[src/rtl/ddr3_arb_pkg.sv]
// Shared types and constants for the two-port DDR3MI command arbiter.
package ddr3_arb_pkg;

    localparam int BURST_W = 6;

    localparam logic [2:0] CMD_WRITE = 3'b000;
    localparam logic [2:0] CMD_READ  = 3'b001;

    typedef enum logic [1:0] {
        ST_IDLE  = 2'd0,
        ST_CMD   = 2'd1,
        ST_WDATA = 2'd2
    } arb_state_e;

    // One outstanding read: owning port and beats still to come minus one.
    typedef struct packed {
        logic               port;
        logic [BURST_W-1:0] remaining;
    } tag_t;

endpackage

[src/rtl/ddr3_cmd_arbiter_if.sv]
// DDR3MI user-interface bundle; master is the arbiter side, slave the DDR3MI side.
interface ddr3_cmd_arbiter_if
    import ddr3_arb_pkg::*;
#(
    parameter int ADDR_WIDTH = 28,
    parameter int DATA_WIDTH = 128
);
    logic                    I_cmd_ready;
    logic [2:0]              O_cmd;
    logic                    O_cmd_en;
    logic [BURST_W-1:0]      O_app_burst_number;
    logic [ADDR_WIDTH-1:0]   O_addr;
    logic                    I_wr_data_rdy;
    logic                    O_wr_data_en;
    logic                    O_wr_data_end;
    logic [DATA_WIDTH-1:0]   O_wr_data;
    logic [DATA_WIDTH/8-1:0] O_wr_data_mask;
    logic                    I_rd_data_valid;
    logic [DATA_WIDTH-1:0]   I_rd_data;

    modport master (
        input  I_cmd_ready, I_wr_data_rdy, I_rd_data_valid, I_rd_data,
        output O_cmd, O_cmd_en, O_app_burst_number, O_addr,
               O_wr_data_en, O_wr_data_end, O_wr_data, O_wr_data_mask
    );

    modport slave (
        output I_cmd_ready, I_wr_data_rdy, I_rd_data_valid, I_rd_data,
        input  O_cmd, O_cmd_en, O_app_burst_number, O_addr,
               O_wr_data_en, O_wr_data_end, O_wr_data, O_wr_data_mask
    );
endinterface

[src/rtl/ddr3_arb_tag_fifo.sv]
// Read-tag FIFO: records issuing port and beat count per outstanding read,
// with an in-place decrement of the head entry's remaining count.
module ddr3_arb_tag_fifo
    import ddr3_arb_pkg::*;
#(
    parameter int DEPTH = 4
) (
    input  logic clk,
    input  logic rst,
    input  logic push,
    input  tag_t push_data,
    input  logic pop,
    input  logic dec,
    output tag_t head,
    output logic full,
    output logic empty
);
    localparam int AW = (DEPTH > 1) ? $clog2(DEPTH) : 1;

    logic [AW:0]   wr_ptr_q, wr_ptr_d, rd_ptr_q, rd_ptr_d;
    logic [AW-1:0] wr_idx_s, rd_idx_s;
    tag_t          mem_q [DEPTH];
    tag_t          mem_d [DEPTH];

    assign wr_idx_s = wr_ptr_q[AW-1:0];
    assign rd_idx_s = rd_ptr_q[AW-1:0];
    assign empty    = (wr_ptr_q == rd_ptr_q);
    assign full     = (wr_ptr_q[AW] != rd_ptr_q[AW]) && (wr_idx_s == rd_idx_s);
    assign head     = mem_q[rd_idx_s];

    // Next pointers and storage; pop and decrement only ever target the head.
    always_comb begin
        mem_d    = mem_q;
        wr_ptr_d = wr_ptr_q;
        rd_ptr_d = rd_ptr_q;
        if (push && !full) begin
            mem_d[wr_idx_s] = push_data;
            wr_ptr_d        = wr_ptr_q + {{AW{1'b0}}, 1'b1};
        end else begin
            wr_ptr_d = wr_ptr_q;
        end
        if (!empty && pop) begin
            rd_ptr_d = rd_ptr_q + {{AW{1'b0}}, 1'b1};
        end else if (!empty && dec) begin
            mem_d[rd_idx_s].remaining = mem_q[rd_idx_s].remaining - 6'd1;
        end else begin
            rd_ptr_d = rd_ptr_q;
        end
    end

    // State registers.
    always_ff @(posedge clk) begin
        if (rst) begin
            wr_ptr_q <= '0;
            rd_ptr_q <= '0;
            for (int i = 0; i < DEPTH; i++) mem_q[i] <= '0;
        end else begin
            wr_ptr_q <= wr_ptr_d;
            rd_ptr_q <= rd_ptr_d;
            mem_q    <= mem_d;
        end
    end
endmodule

[src/rtl/ddr3_cmd_arbiter.sv]
// Round-robin arbiter sharing one DDR3MI user port between two DMA requesters;
// issues whole transactions and routes read beats back through a tag FIFO.
module ddr3_cmd_arbiter
    import ddr3_arb_pkg::*;
#(
    parameter int ADDR_WIDTH = 28,
    parameter int DATA_WIDTH = 128,
    parameter int TAG_DEPTH  = 4
) (
    input  logic                      I_clk,
    input  logic                      I_rst,
    input  logic                      I_init_calib_complete,
    input  logic [1:0]                I_req,
    input  logic [1:0]                I_rnw,
    input  logic [2*ADDR_WIDTH-1:0]   I_addr,
    input  logic [2*BURST_W-1:0]      I_burst,
    output logic [1:0]                O_gnt,
    input  logic [1:0]                I_wr_en,
    input  logic [2*DATA_WIDTH-1:0]   I_wr_data,
    input  logic [2*DATA_WIDTH/8-1:0] I_wr_mask,
    output logic [1:0]                O_wr_rdy,
    output logic [1:0]                O_rd_valid,
    output logic [DATA_WIDTH-1:0]     O_rd_data,
    output logic                      O_err,
    ddr3_cmd_arbiter_if.master        ddr
);
    localparam int MW = DATA_WIDTH / 8;

    arb_state_e            state_q, state_d;
    logic                  sel_q, sel_d, rnw_q, rnw_d, rr_last_q, rr_last_d;
    logic [ADDR_WIDTH-1:0] addr_q, addr_d;
    logic [BURST_W-1:0]    burst_q, burst_d, beat_cnt_q, beat_cnt_d;
    logic [1:0]            rd_valid_q, rd_valid_d;
    logic [DATA_WIDTH-1:0] rd_data_q, rd_data_d;
    logic                  err_q, err_d;

    logic [1:0] elig_s;
    logic       pick_s, cmd_acc_s, wr_beat_s, in_wdata_s;
    logic       fifo_full_s, fifo_empty_s, fifo_pop_s, fifo_dec_s;
    tag_t       fifo_head_s, push_tag_s;

    // A read may only be issued while there is room to remember its owner.
    assign elig_s     = {2{I_init_calib_complete}} & I_req & (~I_rnw | {2{~fifo_full_s}});
    assign cmd_acc_s  = (state_q == ST_CMD) & ddr.I_cmd_ready;
    assign in_wdata_s = (state_q == ST_WDATA);
    assign wr_beat_s  = in_wdata_s & I_wr_en[sel_q] & ddr.I_wr_data_rdy;
    assign push_tag_s = '{port: sel_q, remaining: burst_q};

    assign O_gnt                  = {cmd_acc_s & sel_q, cmd_acc_s & ~sel_q};
    assign O_wr_rdy               = {in_wdata_s & sel_q & ddr.I_wr_data_rdy,
                                     in_wdata_s & ~sel_q & ddr.I_wr_data_rdy};
    assign ddr.O_cmd_en           = (state_q == ST_CMD);
    assign ddr.O_cmd              = rnw_q ? CMD_READ : CMD_WRITE;
    assign ddr.O_addr             = addr_q;
    assign ddr.O_app_burst_number = burst_q;
    assign ddr.O_wr_data_en       = wr_beat_s;
    assign ddr.O_wr_data_end      = wr_beat_s & (beat_cnt_q == 6'd0);
    assign ddr.O_wr_data          = sel_q ? I_wr_data[DATA_WIDTH +: DATA_WIDTH] : I_wr_data[0 +: DATA_WIDTH];
    assign ddr.O_wr_data_mask     = sel_q ? I_wr_mask[MW +: MW] : I_wr_mask[0 +: MW];
    assign O_rd_valid             = rd_valid_q;
    assign O_rd_data              = rd_data_q;
    assign O_err                  = err_q;

    // Transaction sequencing: pick a port, hold the command until accepted, stream write beats.
    always_comb begin
        state_d    = state_q;
        sel_d      = sel_q;
        rnw_d      = rnw_q;
        addr_d     = addr_q;
        burst_d    = burst_q;
        beat_cnt_d = beat_cnt_q;
        rr_last_d  = rr_last_q;
        pick_s     = 1'b0;
        case (state_q)
            ST_IDLE: begin
                if (elig_s != 2'b00) begin
                    pick_s  = (elig_s == 2'b11) ? ~rr_last_q : elig_s[1];
                    sel_d   = pick_s;
                    rnw_d   = I_rnw[pick_s];
                    addr_d  = pick_s ? I_addr[ADDR_WIDTH +: ADDR_WIDTH] : I_addr[0 +: ADDR_WIDTH];
                    burst_d = pick_s ? I_burst[BURST_W +: BURST_W] : I_burst[0 +: BURST_W];
                    state_d = ST_CMD;
                end else begin
                    state_d = ST_IDLE;
                end
            end
            ST_CMD: begin
                if (ddr.I_cmd_ready) begin
                    rr_last_d = sel_q;
                    if (rnw_q) begin
                        state_d = ST_IDLE;
                    end else begin
                        beat_cnt_d = burst_q;
                        state_d    = ST_WDATA;
                    end
                end else begin
                    state_d = ST_CMD;
                end
            end
            ST_WDATA: begin
                if (wr_beat_s && (beat_cnt_q == 6'd0)) begin
                    state_d = ST_IDLE;
                end else if (wr_beat_s) begin
                    beat_cnt_d = beat_cnt_q - 6'd1;
                end else begin
                    state_d = ST_WDATA;
                end
            end
            default: state_d = ST_IDLE;
        endcase
    end

    // Read return routing: owner comes from the FIFO head, unmatched beats raise the sticky error.
    always_comb begin
        rd_valid_d = 2'b00;
        rd_data_d  = rd_data_q;
        err_d      = err_q;
        fifo_pop_s = 1'b0;
        fifo_dec_s = 1'b0;
        if (ddr.I_rd_data_valid && !fifo_empty_s) begin
            rd_valid_d[fifo_head_s.port] = 1'b1;
            rd_data_d                    = ddr.I_rd_data;
            fifo_pop_s                   = (fifo_head_s.remaining == 6'd0);
            fifo_dec_s                   = (fifo_head_s.remaining != 6'd0);
        end else if (ddr.I_rd_data_valid) begin
            err_d = 1'b1;
        end else begin
            err_d = err_q;
        end
    end

    // Arbiter and read-return registers.
    always_ff @(posedge I_clk) begin
        if (I_rst) begin
            state_q    <= ST_IDLE;
            sel_q      <= 1'b0;
            rnw_q      <= 1'b0;
            addr_q     <= '0;
            burst_q    <= '0;
            beat_cnt_q <= '0;
            rr_last_q  <= 1'b1;
            rd_valid_q <= 2'b00;
            rd_data_q  <= '0;
            err_q      <= 1'b0;
        end else begin
            state_q    <= state_d;
            sel_q      <= sel_d;
            rnw_q      <= rnw_d;
            addr_q     <= addr_d;
            burst_q    <= burst_d;
            beat_cnt_q <= beat_cnt_d;
            rr_last_q  <= rr_last_d;
            rd_valid_q <= rd_valid_d;
            rd_data_q  <= rd_data_d;
            err_q      <= err_d;
        end
    end

    ddr3_arb_tag_fifo #(.DEPTH(TAG_DEPTH)) u_tag_fifo (
        .clk       (I_clk),
        .rst       (I_rst),
        .push      (cmd_acc_s & rnw_q),
        .push_data (push_tag_s),
        .pop       (fifo_pop_s),
        .dec       (fifo_dec_s),
        .head      (fifo_head_s),
        .full      (fifo_full_s),
        .empty     (fifo_empty_s)
    );
endmodule

[src/flat_wrapper.sv]
// flat-port wrapper written by rule: the top's interface ports become plain ports
module ddr3_cmd_arbiter_flat import ddr3_arb_pkg::*;
#(
    parameter int ADDR_WIDTH = 28,
    parameter int DATA_WIDTH = 128,
    parameter int TAG_DEPTH  = 4
)
  (I_clk, I_rst, I_init_calib_complete, I_req, I_rnw, I_addr, I_burst, O_gnt, I_wr_en, I_wr_data, I_wr_mask, O_wr_rdy, O_rd_valid, O_rd_data, O_err, ddr_I_cmd_ready, ddr_I_wr_data_rdy, ddr_I_rd_data_valid, ddr_I_rd_data, ddr_O_cmd, ddr_O_cmd_en, ddr_O_app_burst_number, ddr_O_addr, ddr_O_wr_data_en, ddr_O_wr_data_end, ddr_O_wr_data, ddr_O_wr_data_mask);
  ddr3_cmd_arbiter_if #(.ADDR_WIDTH(ADDR_WIDTH), .DATA_WIDTH(DATA_WIDTH)) ddr_i ();
  input  logic I_clk;
  input  logic I_rst;
  input  logic I_init_calib_complete;
  input  logic [1:0] I_req;
  input  logic [1:0] I_rnw;
  input  logic [2*ADDR_WIDTH-1:0] I_addr;
  input  logic [2*BURST_W-1:0] I_burst;
  output logic [1:0] O_gnt;
  input  logic [1:0] I_wr_en;
  input  logic [2*DATA_WIDTH-1:0] I_wr_data;
  input  logic [2*DATA_WIDTH/8-1:0] I_wr_mask;
  output logic [1:0] O_wr_rdy;
  output logic [1:0] O_rd_valid;
  output logic [DATA_WIDTH-1:0] O_rd_data;
  output logic O_err;
  input wire logic [$bits(ddr_i.I_cmd_ready)-1:0] ddr_I_cmd_ready;
  input wire logic [$bits(ddr_i.I_wr_data_rdy)-1:0] ddr_I_wr_data_rdy;
  input wire logic [$bits(ddr_i.I_rd_data_valid)-1:0] ddr_I_rd_data_valid;
  input wire logic [$bits(ddr_i.I_rd_data)-1:0] ddr_I_rd_data;
  output wire logic [$bits(ddr_i.O_cmd)-1:0] ddr_O_cmd;
  output wire logic [$bits(ddr_i.O_cmd_en)-1:0] ddr_O_cmd_en;
  output wire logic [$bits(ddr_i.O_app_burst_number)-1:0] ddr_O_app_burst_number;
  output wire logic [$bits(ddr_i.O_addr)-1:0] ddr_O_addr;
  output wire logic [$bits(ddr_i.O_wr_data_en)-1:0] ddr_O_wr_data_en;
  output wire logic [$bits(ddr_i.O_wr_data_end)-1:0] ddr_O_wr_data_end;
  output wire logic [$bits(ddr_i.O_wr_data)-1:0] ddr_O_wr_data;
  output wire logic [$bits(ddr_i.O_wr_data_mask)-1:0] ddr_O_wr_data_mask;
  assign ddr_i.I_cmd_ready = ddr_I_cmd_ready;
  assign ddr_i.I_wr_data_rdy = ddr_I_wr_data_rdy;
  assign ddr_i.I_rd_data_valid = ddr_I_rd_data_valid;
  assign ddr_i.I_rd_data = ddr_I_rd_data;
  assign ddr_O_cmd = ddr_i.O_cmd;
  assign ddr_O_cmd_en = ddr_i.O_cmd_en;
  assign ddr_O_app_burst_number = ddr_i.O_app_burst_number;
  assign ddr_O_addr = ddr_i.O_addr;
  assign ddr_O_wr_data_en = ddr_i.O_wr_data_en;
  assign ddr_O_wr_data_end = ddr_i.O_wr_data_end;
  assign ddr_O_wr_data = ddr_i.O_wr_data;
  assign ddr_O_wr_data_mask = ddr_i.O_wr_data_mask;
  ddr3_cmd_arbiter #(.ADDR_WIDTH(ADDR_WIDTH), .DATA_WIDTH(DATA_WIDTH), .TAG_DEPTH(TAG_DEPTH)) u_core (.I_clk(I_clk), .I_rst(I_rst), .I_init_calib_complete(I_init_calib_complete), .I_req(I_req), .I_rnw(I_rnw), .I_addr(I_addr), .I_burst(I_burst), .O_gnt(O_gnt), .I_wr_en(I_wr_en), .I_wr_data(I_wr_data), .I_wr_mask(I_wr_mask), .O_wr_rdy(O_wr_rdy), .O_rd_valid(O_rd_valid), .O_rd_data(O_rd_data), .O_err(O_err), .ddr(ddr_i));
endmodule
[config.mk]
export PLATFORM = sky130hd
export DESIGN_NAME = ddr3_cmd_arbiter_flat
export DESIGN_NICKNAME = d
export VERILOG_FILES = /design/src/rtl/ddr3_arb_pkg.sv /design/src/rtl/ddr3_cmd_arbiter_if.sv /design/src/rtl/ddr3_arb_tag_fifo.sv /design/src/rtl/ddr3_cmd_arbiter.sv /design/src/flat_wrapper.sv
export SDC_FILE = /design/constraint.sdc
export NUM_CORES = 1
export LEC_CHECK = 0
export BUFFER_PORTS_ARGS = -buffer_cell sky130_fd_sc_hd__buf_2
export CAP_MARGIN = 15
export CORE_AREA = 2 2 318 320
export CTS_CLUSTER_DIAMETER = 40
export CTS_CLUSTER_SIZE = 25
export DETAILED_ROUTE_END_ITERATION = 7
export DIE_AREA = 0 0 320 322
export PLACE_DENSITY = 0.38
export SLEW_MARGIN = 20
export SYNTH_ARGS = -nofsm -noshare
export SYNTH_HDL_FRONTEND = slang
export SYNTH_SLANG_ARGS = --single-unit
[constraint.sdc]
create_clock -name I_clk -period 6.58 [get_ports I_clk]
set_clock_uncertainty 0.15 [all_clocks]
set_input_delay 0 -clock I_clk [delete_from_list [all_inputs] [get_ports I_clk]]
set_output_delay 0 -clock I_clk [all_outputs]
set_load 0.02 [all_outputs]
==> metrics.txt, run 1 <==
Rows approximately 120; TritonRoute pass-1 iters 4; Port Buf Inserts 812; Area growth, synth to finish 102%; DP HPWL 67,600 um; CP delay by family, top buffers and inverters; first-pass GRT wire length 111,000 um; # IOs 815; crit-path max FO 36; Slew Viols, Final 0; DRT antenna net count 0; clk slew on worst S/H paths 0.05 ns; wire length on met3 6580 um; CP Class reg2reg; Arr. time, crit path between 4 and 5 ns; number of global-route vias before repair 13.7k; core area approximately 100,000 um2; DR vias 13.5k; pin count of the biggest net entering global routing 150; Final Net Count 2,867; layout cell share with drive strength beyond 1 0.456; Syn Inst Count 1,233; GRT overflow 0; fin area 21,300 um2; fin crit share 0.592; antenna violations before repair 5; Initial Utilization 0.106; minimum clock period around 3.9 ns; setup bufs post-CTS 0; GRT Overall Usage 0.156; register area share after synthesis 0.400; # hold bufs at CTS ~340; Synth Area in Simple Gates 0.162; CP required 6.99 ns; total die area between 100,000 and 150,000 um2; placed inst area 15,900 um2; Die Ht 322 um; Post-Route WL around 84,000 um; GP Congestion between 1 and 1.5; CP max stage cell dfxtp_1; CP Capture Type register; met1 wire length about 34,000 um; PD cells roughly 260 nW/um2; Clock Root Buffer clkbuf_16; met2 WL post-DR 41,400 um; worst path buffer plus inverter count 3; status finished clean; mapped cell area 10,500 um2; Worst-Skew Late Latency 0.62 ns; main combinational cell family by area after synthesis multiplexers; RSZ-0062 raised after global routing no; WL per Instance approximately 23 um; routed vias/inst 3.66; fillers 11.2k; mux cell area share after synthesis 0.193; CTS max path bufs 3; Distinct cells, synth a little under 60; Max Used Layer met5; Post-Synth XOR/XNOR Area 0.0115; # setup viols final 0; Post-Synth Adder-Cell Area 0.0178; cells resized by post-CTS repair 0; Die Wd 320 um; final hold violations 0; H-tree lvl count 2; synthesized flop and latch total 210; LEAKAGE 9.35 nW; Max Clk Rate between 200 and 300 MHz; CP most frequent cell dlygate4sd3_1; CTS Buf Count 56; critical path startpoint category register; worst-path cell chain xnor2_2 > a41oi_2 > o21a_2 > buf_4 > o21ai_0 > dlygate4sd3_1 > a21oi_1 > dlygate4sd3_1; Final TNS setup 0 ns; initial DRC count roughly 620; Slew HR 0.308; total power 5.52 mW; worst stage delay on the critical path 0.83 ns; Avg Synthesized Cell Area 8.53 um2; post-synthesis compound-gate area fraction 0.168; worst vdd ir 0.000191 V; number of synthesis warnings 0; DRC violations left 0; max_cap viols 0; Worst-Margin Slew approximately 1.0 ns; Min-Delay Path Class in2reg; CTS tree yes; clock sinks between 200 and 250
==> cell usage after synthesis (all sizes together) <==
master | instances | area, um2
nand2 | 318 | 1190
dfxtp | 210 | 4200
a21oi | 180 | 908
mux2 | 150 | 1700
nor2 | 60 | 225
a211oi | 59 | 443
clkbuf | 56 | 210
buf | 39 | 225
mux2i | 18 | 180
nor3 | 18 | 95.1
inv | 16 | 60.1
ha | 15 | 188
o21ai | 12 | 71.3
nand3 | 9 | 45.0
mux4 | 7 | 158
a221oi | 6 | 52.6
a311oi | 6 | 82.6
xor2 | 6 | 71.3
a31oi | 4 | 25.0
and2 | 4 | 27.5
and2b | 4 | 31.3
nor2b | 4 | 25.0
o21a | 4 | 30.0
xnor2 | 4 | 50.1
a21boi | 2 | 26.3
a41oi | 2 | 43.8
and3 | 2 | 12.5
and4 | 2 | 17.5
nand2b | 2 | 12.5
a211o | 1 | 8.76
a21bo | 1 | 10.0
a22oi | 1 | 7.51
a2bb2oi | 1 | 8.76
a311o | 1 | 10.0
a32o | 1 | 10.0
clkinv | 1 | 3.75
conb | 1 | 3.75
nand4 | 1 | 6.26
nor3b | 1 | 7.51
o211ai | 1 | 7.51
o2bb2ai | 1 | 8.76
o32a | 1 | 10.0
or3 | 1 | 6.26
==> state kept, by name (all words and copies together) (netlist names), named ones only <==
name,cells
u_core.O_rd_data,128
u_core.sel_q,1
u_core.O_err,1
u_core.u_tag_fifo.rd_ptr_q,3
u_core.rr_last_q,1
u_core.ddr.O_addr,28
u_core.state_q,2
u_core.rnw_q,1
u_core.beat_cnt_q,6
u_core.u_tag_fifo.wr_ptr_q,3
u_core.ddr.O_app_burst_number,6
u_core.O_rd_valid,2
u_core.u_tag_fifo.mem_q,24
==> worst reg2reg max path, cell delays in order (launching register included) <==
cell and delay (ns):
dfxtp_1 0.83, xnor2_2 0.39, a41oi_2 0.40, o21a_2 0.18
buf_4 0.43, o21ai_0 0.18, dlygate4sd3_1 0.58, a21oi_1 0.12
dlygate4sd3_1 0.57
==> through the flow <==
| stage | instances | util | worst slack (ns) | hold slack (ns) |
|---|---|---|---|---|
| after floorplan | 1234 | - | 3.93 | -0.0140 |
| after global placement | 3259 | 0.160 | 3.18 | 0.0962 |
| after detailed placement | 3259 | 0.160 | 3.20 | 0.0954 |
| after CTS | 3698 | 0.214 | 2.64 | 0.000300 |
| after global routing | 3698 | 0.214 | 2.37 | 0.0215 |
| final | 3701 | 0.214 | 2.68 | 0.0161 |
==> cell type report <==
type                    count  area, um2  share of cell area
diodes                      3       7.51            0.000353
clock buffers              71       1540              0.0723
clock inverters            31        415              0.0195
inverters                  17       63.8             0.00300
multi-input cells         912       5850               0.275
flip-flops and latches    210       4210               0.198
well taps                1298       1620              0.0763
repair buffers           1159       7570               0.356
==> path summary, 6_finish.rpt <==
kind / slack [ns] / end / from / depth (start not counted)
worst max register to register: 2.68 / u_core.state_q[0] / u_core.u_tag_fifo.rd_ptr_q[1] / 8
worst max-delay path: 2.68 / u_core.state_q[0] / u_core.u_tag_fifo.rd_ptr_q[1] / 8
worst min-delay path: 0.02 / u_core.O_rd_data[124] / I_rst / 3
worst min register to register: 0.30 / u_core.O_rd_data[30] / u_core.O_rd_data[30] / 2
==> report_power, final <==
part / internal, mW / switching [mW] / total [mW]
logic: 0.513 / 0.761 / 1.27
clock network: 1.95 / 0.895 / 2.84
registers: 1.34 / 0.0597 / 1.40
total: 3.80 / 1.72 / 5.52
==> cells in the final DEF (no fill, tap or decap), types with 12 or more instances in the layout <==
| cell type | instances |
|---|---|
| a211oi_1 | 59 |
| mux2i_1 | 18 |
| mux2_2 | 148 |
| dlygate4sd3_1 | 337 |
| nand2_1 | 318 |
| clkbuf_16 | 57 |
| a21oi_1 | 178 |
| ha_1 | 15 |
| nor2_1 | 60 |
| clkinv_2 | 12 |
| buf_2 | 811 |
| inv_1 | 16 |
| nor3_1 | 17 |
| dfxtp_1 | 209 |
==> cell families (layout without fill, tap and decap cells) <==
family / Yosys count / after routing
simple gates: 426 / 426
xor+xnor: 10 / 10
mux: 175 / 175
flops: 210 / 210
fa+ha+maj: 15 / 15
compound gates: 284 / 284
other cells: 1 / 5
buf+inv: 112 / 1278
==> routing by layer <==
layer | global-route usage | vias up
met5 | 0 | -
met4 | 0.0464 | 2
met3 | 0.0528 | 80
met2 | 0.270 | 491
met1 | 0.181 | 6450
li1 | - | 6520
Note: power is estimated with default switching activity, not from simulation.
==> inputs of run 2 (changes only) <==
--- a/config.mk
+++ b/config.mk
@@ -5,6 +5,7 @@
 export SDC_FILE = /design/constraint.sdc
 export NUM_CORES = 1
 export LEC_CHECK = 0
+export ABC_AREA = 1
 export BUFFER_PORTS_ARGS = -buffer_cell sky130_fd_sc_hd__buf_2
 export CAP_MARGIN = 15
 export CORE_AREA = 2 2 318 320
@@ -12,7 +13,7 @@
 export CTS_CLUSTER_SIZE = 25
 export DETAILED_ROUTE_END_ITERATION = 7
 export DIE_AREA = 0 0 320 322
-export PLACE_DENSITY = 0.38
+export PLACE_DENSITY = 0.39
 export SLEW_MARGIN = 20
 export SYNTH_ARGS = -nofsm -noshare
 export SYNTH_HDL_FRONTEND = slang
==> constraint.sdc (replaced) <==
create_clock -name I_clk -period 4.08 [get_ports I_clk]
set_clock_uncertainty 0.15 [all_clocks]
set_input_delay 0 -clock I_clk [delete_from_list [all_inputs] [get_ports I_clk]]
set_output_delay 0 -clock I_clk [all_outputs]
set_load 0.02 [all_outputs]
==> metrics.txt, run 2 <==
Slew Viols, Final 0; hold endpoint u_core.O_rd_data[75]; Initial Utilization 0.114; GRT Overall Usage 0.139; Die Wd around 320 um; max_cap viols 0; r2r worst-path depth 14; clk slew on worst S/H paths 0.05 ns; pre-CTS WS approximately 1.4 ns; Yosys top cell area share 0.371; Min-Delay Path Class in2reg; Max Used Layer met5; Slew HR 0.413; minimum clock period 3.66 ns; TritonRoute pass-1 iters 5; worst vdd ir 0.000288 V; Post-Route WL roughly 76,000 um; routed vias/inst 3.64; pin count of the biggest net entering global routing 148; cells resized by post-CTS repair 0; CTS tree yes; WL per Instance 17.7 um; r2r setup slk 0.42 ns; initial DRC count about 900; layout cell share with drive strength beyond 1 0.315; core area ~100,000 um2; Distinct cells, synth 33; synthesized flop and latch total 210; hold path start ddr_I_rd_data[75]; DR vias 15.6k; mapped cell area 11,300 um2; CTS Buf Count 51; Avg Synthesized Cell Area 6.11 um2; # hold bufs at CTS 329; hold path cells 4; R2R Path End u_core.ddr.O_app_burst_number[2]; CP required 4.46 ns; H-tree lvl count 2; setup ws final 0.423 ns; met1 wire length ~33,000 um; setup bufs post-CTS 0; CTS max path bufs 3; top cells by area, synth dfxtp_1, nand2_1, nor2_1, o21ai_0, inv_1; first-pass GRT wire length around 100,000 um; PD cells roughly 500 nW/um2; final hold violations 0; GRT overflow 0; antenna violations before repair 10; most common cell after layout, fill and taps aside buf_2; Worst-Margin Slew between 0.8 and 0.9 ns; CP Class reg2reg; wire length on met3 ~5700 um; Clock Root Buffer clkbuf_16; number of global-route vias before repair 15.0k; RSZ-0062 raised after global routing no; register area share after synthesis 0.371; total die area 103,000 um2; # IOs 815; Worst-Skew Late Latency 0.63 ns; commonest cells after routing, fill and taps aside buf_2, nand2_1, dlygate4sd3_1, nor2_1, dfxtp_1; Syn Inst Count 1,854; Post-synth top flop dfxtp_1; # setup viols final 0; met2 WL post-DR 35,300 um; clock sinks 210; Max Clk Rate 273 MHz; number of synthesis warnings 0; number of synthesized flops with an enable pin 0; most common cell in the netlist nand2_1; Port Buf Inserts 812; LEAKAGE 10.8 nW; max reg flops 128; total power around 11 mW; fraction of registers with async set/reset 0; area leader, netlist dfxtp_1; Die Ht 322 um; Arr. time, crit path 4.04 ns; Final TNS setup 0 ns; Final Net Count 3,456; DRC violations left 0; Rows 116; FF-to-FF Start u_core.u_tag_fifo.rd_ptr_q[1]; Commonest cells post-synth nand2_1, nor2_1, dfxtp_1, o21ai_0, inv_1; Area growth, synth to finish 91.2%; fin crit share 0.896; DRT antenna net count 0; critical path startpoint category register; GP Congestion 0.804; DP HPWL 60,300 um; status finished clean; crit-path max FO 35; CP Capture Type register
[run 2: cell count changes after synthesis, sizes merged, moves of 59 or more]
| cell | delta |
|---|---|
| nand2 | +348 |
| nor2 | +256 |
| o21ai | +183 |
| mux2 | -150 |
| inv | +128 |
| a21oi | -124 |
| nand3 | +97 |
| a211oi | -59 |
[run 2: final cells by class]
| class | instances | area, um2 |
|---|---|---|
| inverter | 145 | 559 |
| fill | 11500 | 77900 |
| antenna | 5 | 12.5 |
| clock buffer | 65 | 1400 |
| tap | 1298 | 1620 |
| timing repair buffer | 1158 | 7550 |
| sequential | 210 | 4210 |
| clock inverter | 30 | 432 |
| multi-input combinational | 1379 | 5880 |
[run 2: routing by layer]
layer / global-route usage / vias to the layer above
met1: 0.174 / 6981
met2: 0.227 / 626
li1: - / 7945
met5: 0 / -
met3: 0.0395 / 81
met4: 0.0498 / 2
[run 2: how the worst max path moves through the flow]
stage | from | endpoint | slack [ns]
final | u_core.u_tag_fifo.rd_ptr_q[1] | u_core.ddr.O_app_burst_number[2] | 0.42
after floorplan | u_core.u_tag_fifo.rd_ptr_q[0] | u_core.u_tag_fifo.mem_q[14] | 2.05
after CTS | u_core.u_tag_fifo.rd_ptr_q[1] | u_core.ddr.O_addr[23] | 0.43
after global routing | u_core.u_tag_fifo.rd_ptr_q[1] | u_core.ddr.O_addr[23] | 0.15
after detailed placement | u_core.u_tag_fifo.rd_ptr_q[1] | u_core.O_rd_data[59] | 1.39
after global placement | u_core.u_tag_fifo.rd_ptr_q[1] | u_core.O_rd_data[4] | 1.42
[run 2: cells by family after synthesis]
kind of cell | after synthesis | synth area share
xor gates and xnor gates | 6 | 0.00530
buffers and inverters | 266 | 0.111
and+or+nand+nor | 1099 | 0.382
adders and majority gates | 15 | 0.0166
DFF | 210 | 0.371
AOI/OAI and AO/OA | 257 | 0.115
other | 1 | 0.000331
[run 2: worst max-delay path, cell delays in order, from the launching register on]
cell and delay (ns):
dfxtp_1 0.66, inv_4 0.13, nand2_1 0.11, nand2_2 0.09
nand4_1 0.14, nand2_1 0.06, nand2_1 0.08, nand2_1 0.05
buf_4 0.19, inv_2 0.49, nand3_1 0.15, dlygate4sd3_1 0.61
nand2_1 0.06, dlygate4sd3_1 0.54, inv_1 0.04
[run 2: stage by stage]
step,area [um2],instances,hold slack [ns],utilization
final,21700,4290,0.0586,0.218
after global routing,21700,4288,0.0605,0.218
after CTS,21600,4285,0.00490,0.217
after detailed placement,16500,3861,0.106,0.166
after global placement,16500,3861,0.0992,0.166
after floorplan,11300,1855,0.0141,-
[run 2: where the power goes]
part / internal (mW) / switching, mW
Clock: 2.89 / 1.44
Combinational: 1.40 / 2.42
Sequential: 2.45 / 0.231
Total: 6.73 / 4.09
==> inputs of run 3 (changes only) <==
--- a/config.mk
+++ b/config.mk
@@ -13,7 +13,6 @@
 export CTS_CLUSTER_SIZE = 25
 export DETAILED_ROUTE_END_ITERATION = 7
 export DIE_AREA = 0 0 320 322
-export PLACE_DENSITY = 0.39
 export SLEW_MARGIN = 20
 export SYNTH_ARGS = -nofsm -noshare
 export SYNTH_HDL_FRONTEND = slang
==> metrics.txt, run 3 (synthesized netlist as in run 2, its figures left out) <==
status finished clean; TritonRoute pass-1 iters 7; clk slew on worst S/H paths 0.05 ns; core area roughly 100,000 um2; most common cell after layout, fill and taps aside buf_2; DRC violations left 0; Area growth, synth to finish 86.1%; Logic pwr share 0.362; DR vias around 16k; number of global-route vias before repair 14.6k; cells resized by post-CTS repair 0; sequential share of power 0.261; fin crit share 0.871; layout cell share with drive strength beyond 1 0.317; CP Class reg2reg; final hold violations 0; RSZ-0062 raised after global routing no; H-tree lvl count 2; DRT antenna net count 0; crit-path max FO 35; # IOs 815; Die Wd 320 um; Die Ht 322 um; switching pwr 4.03 mW; Final Net Count 3,417; CP Capture Type register; routed vias/inst around 3.8; Final TNS setup 0 ns; GP Congestion 0.863; PD cells ~500 nW/um2; LEAKAGE 10.5 nW; Min-Delay Path Class in2reg; WL per Instance 17.3 um; # hold bufs at CTS about 290; pin count of the biggest net entering global routing 127; CTS Buf Count 47; CTS tree yes; total die area 103,000 um2; Port Buf Inserts just over 800; clock sinks 210; Slew Viols, Final 0; max reg flops 128; minimum clock period 3.55 ns; Clock Root Buffer clkbuf_16; commonest cells after routing, fill and taps aside buf_2, nand2_1, nor2_1, dlygate4sd3_1, dfxtp_1; initial DRC count 982; CP required 4.42 ns; Worst-Margin Slew 0.862 ns; GRT Overall Usage 0.133; first-pass GRT wire length 98,600 um; Arr. time, crit path 3.89 ns; Slew HR 0.425; total power between 10 and 15 mW; Post-Route WL between 70,000 and 80,000 um; switching share of total power 0.392; Worst-Skew Late Latency 0.61 ns; antenna violations before repair 16; Max Clk Rate 281 MHz; internal power 6.24 mW; Rows 116; setup bufs post-CTS 0; DP HPWL 57,700 um; GRT overflow 0; CTS max path bufs 3; Initial Utilization 0.114; critical path startpoint category register; Clock Power Share 0.377; max_cap viols 0; # setup viols final 0; worst vdd ir 0.000297 V
-- run 3: changes by cell type in the layout (fill, tap and decap cells not counted), moves of 3 or more --
| cell | delta |
|---|---|
| clkbuf_16 | -4 |
| bufinv_16 | -4 |
| inv_8 | +3 |
| dlygate4sd3_1 | -35 |
| inv_6 | +6 |
| clkinv_2 | -5 |
-- run 3: worst max-delay path, stage by stage, from the launching register on --
cell and delay (ns):
dfxtp_1 0.65, inv_4 0.14, nand2_1 0.11, nand2_2 0.08
nand4_1 0.15, nand2_1 0.07, nand2_1 0.06, nand2_1 0.07
inv_2 0.46, nand3_1 0.18, dlygate4sd3_1 0.61, nand2_1 0.07
dlygate4sd3_1 0.56, inv_1 0.04
-- run 3: final timing paths --
kind                                 start                                to  slack [ns]  depth (start not counted)
max          u_core.u_tag_fifo.rd_ptr_q[1]  u_core.ddr.O_app_burst_number[0]        0.53                         13
min                             I_wr_en[0]                 u_core.state_q[1]        0.04                          7
max reg2reg  u_core.u_tag_fifo.rd_ptr_q[1]  u_core.ddr.O_app_burst_number[0]        0.53                         13
min reg2reg                       register                          register        0.32                          2
-- run 3: power groups by stage --
stage	sequential (mW)	combinational, mW	clock [mW]
after global placement	2.69	3.37	0
after detailed placement	2.71	3.39	0
after floorplan	3.11	1.65	0
after global routing	2.72	4.05	4.08
final	2.68	3.71	3.87
after CTS	2.67	3.71	3.98
-- run 3: final cells by class --
| type | instances | area, um2 |
|---|---|---|
| tap | 1298 | 1620 |
| inverter | 145 | 559 |
| multi-input combinational | 1379 | 5880 |
| timing repair buffer | 1123 | 7170 |
| clock buffer | 59 | 1290 |
| clock inverter | 28 | 340 |
| sequential | 210 | 4210 |
| antenna | 3 | 7.51 |
| fill | 11100 | 78500 |
-- run 3: metrics by stage --
stage	cells	hold slack [ns]	util	cell area (um2)	worst slack (ns)
global route	4244	0.0695	0.212	21100	0.305
CTS	4242	0.00284	0.212	21100	0.585
detailed placement	3861	0.105	0.166	16500	1.27
finish	4245	0.0415	0.212	21100	0.526
floorplan	1855	0.0141	-	11300	2.05
global placement	3861	0.0991	0.166	16500	1.28
-- run 3: per-layer routing --
metal | vias up | part of all wire | GRT usage
li1 | 7870 | - | -
met1 | 7179 | 0.39 | 0.149
met2 | 784 | 0.50 | 0.242
met3 | 125 | 0.070 | 0.0311
met4 | 6 | 0.036 | 0.0500
met5 | - | 0.00060 | 0
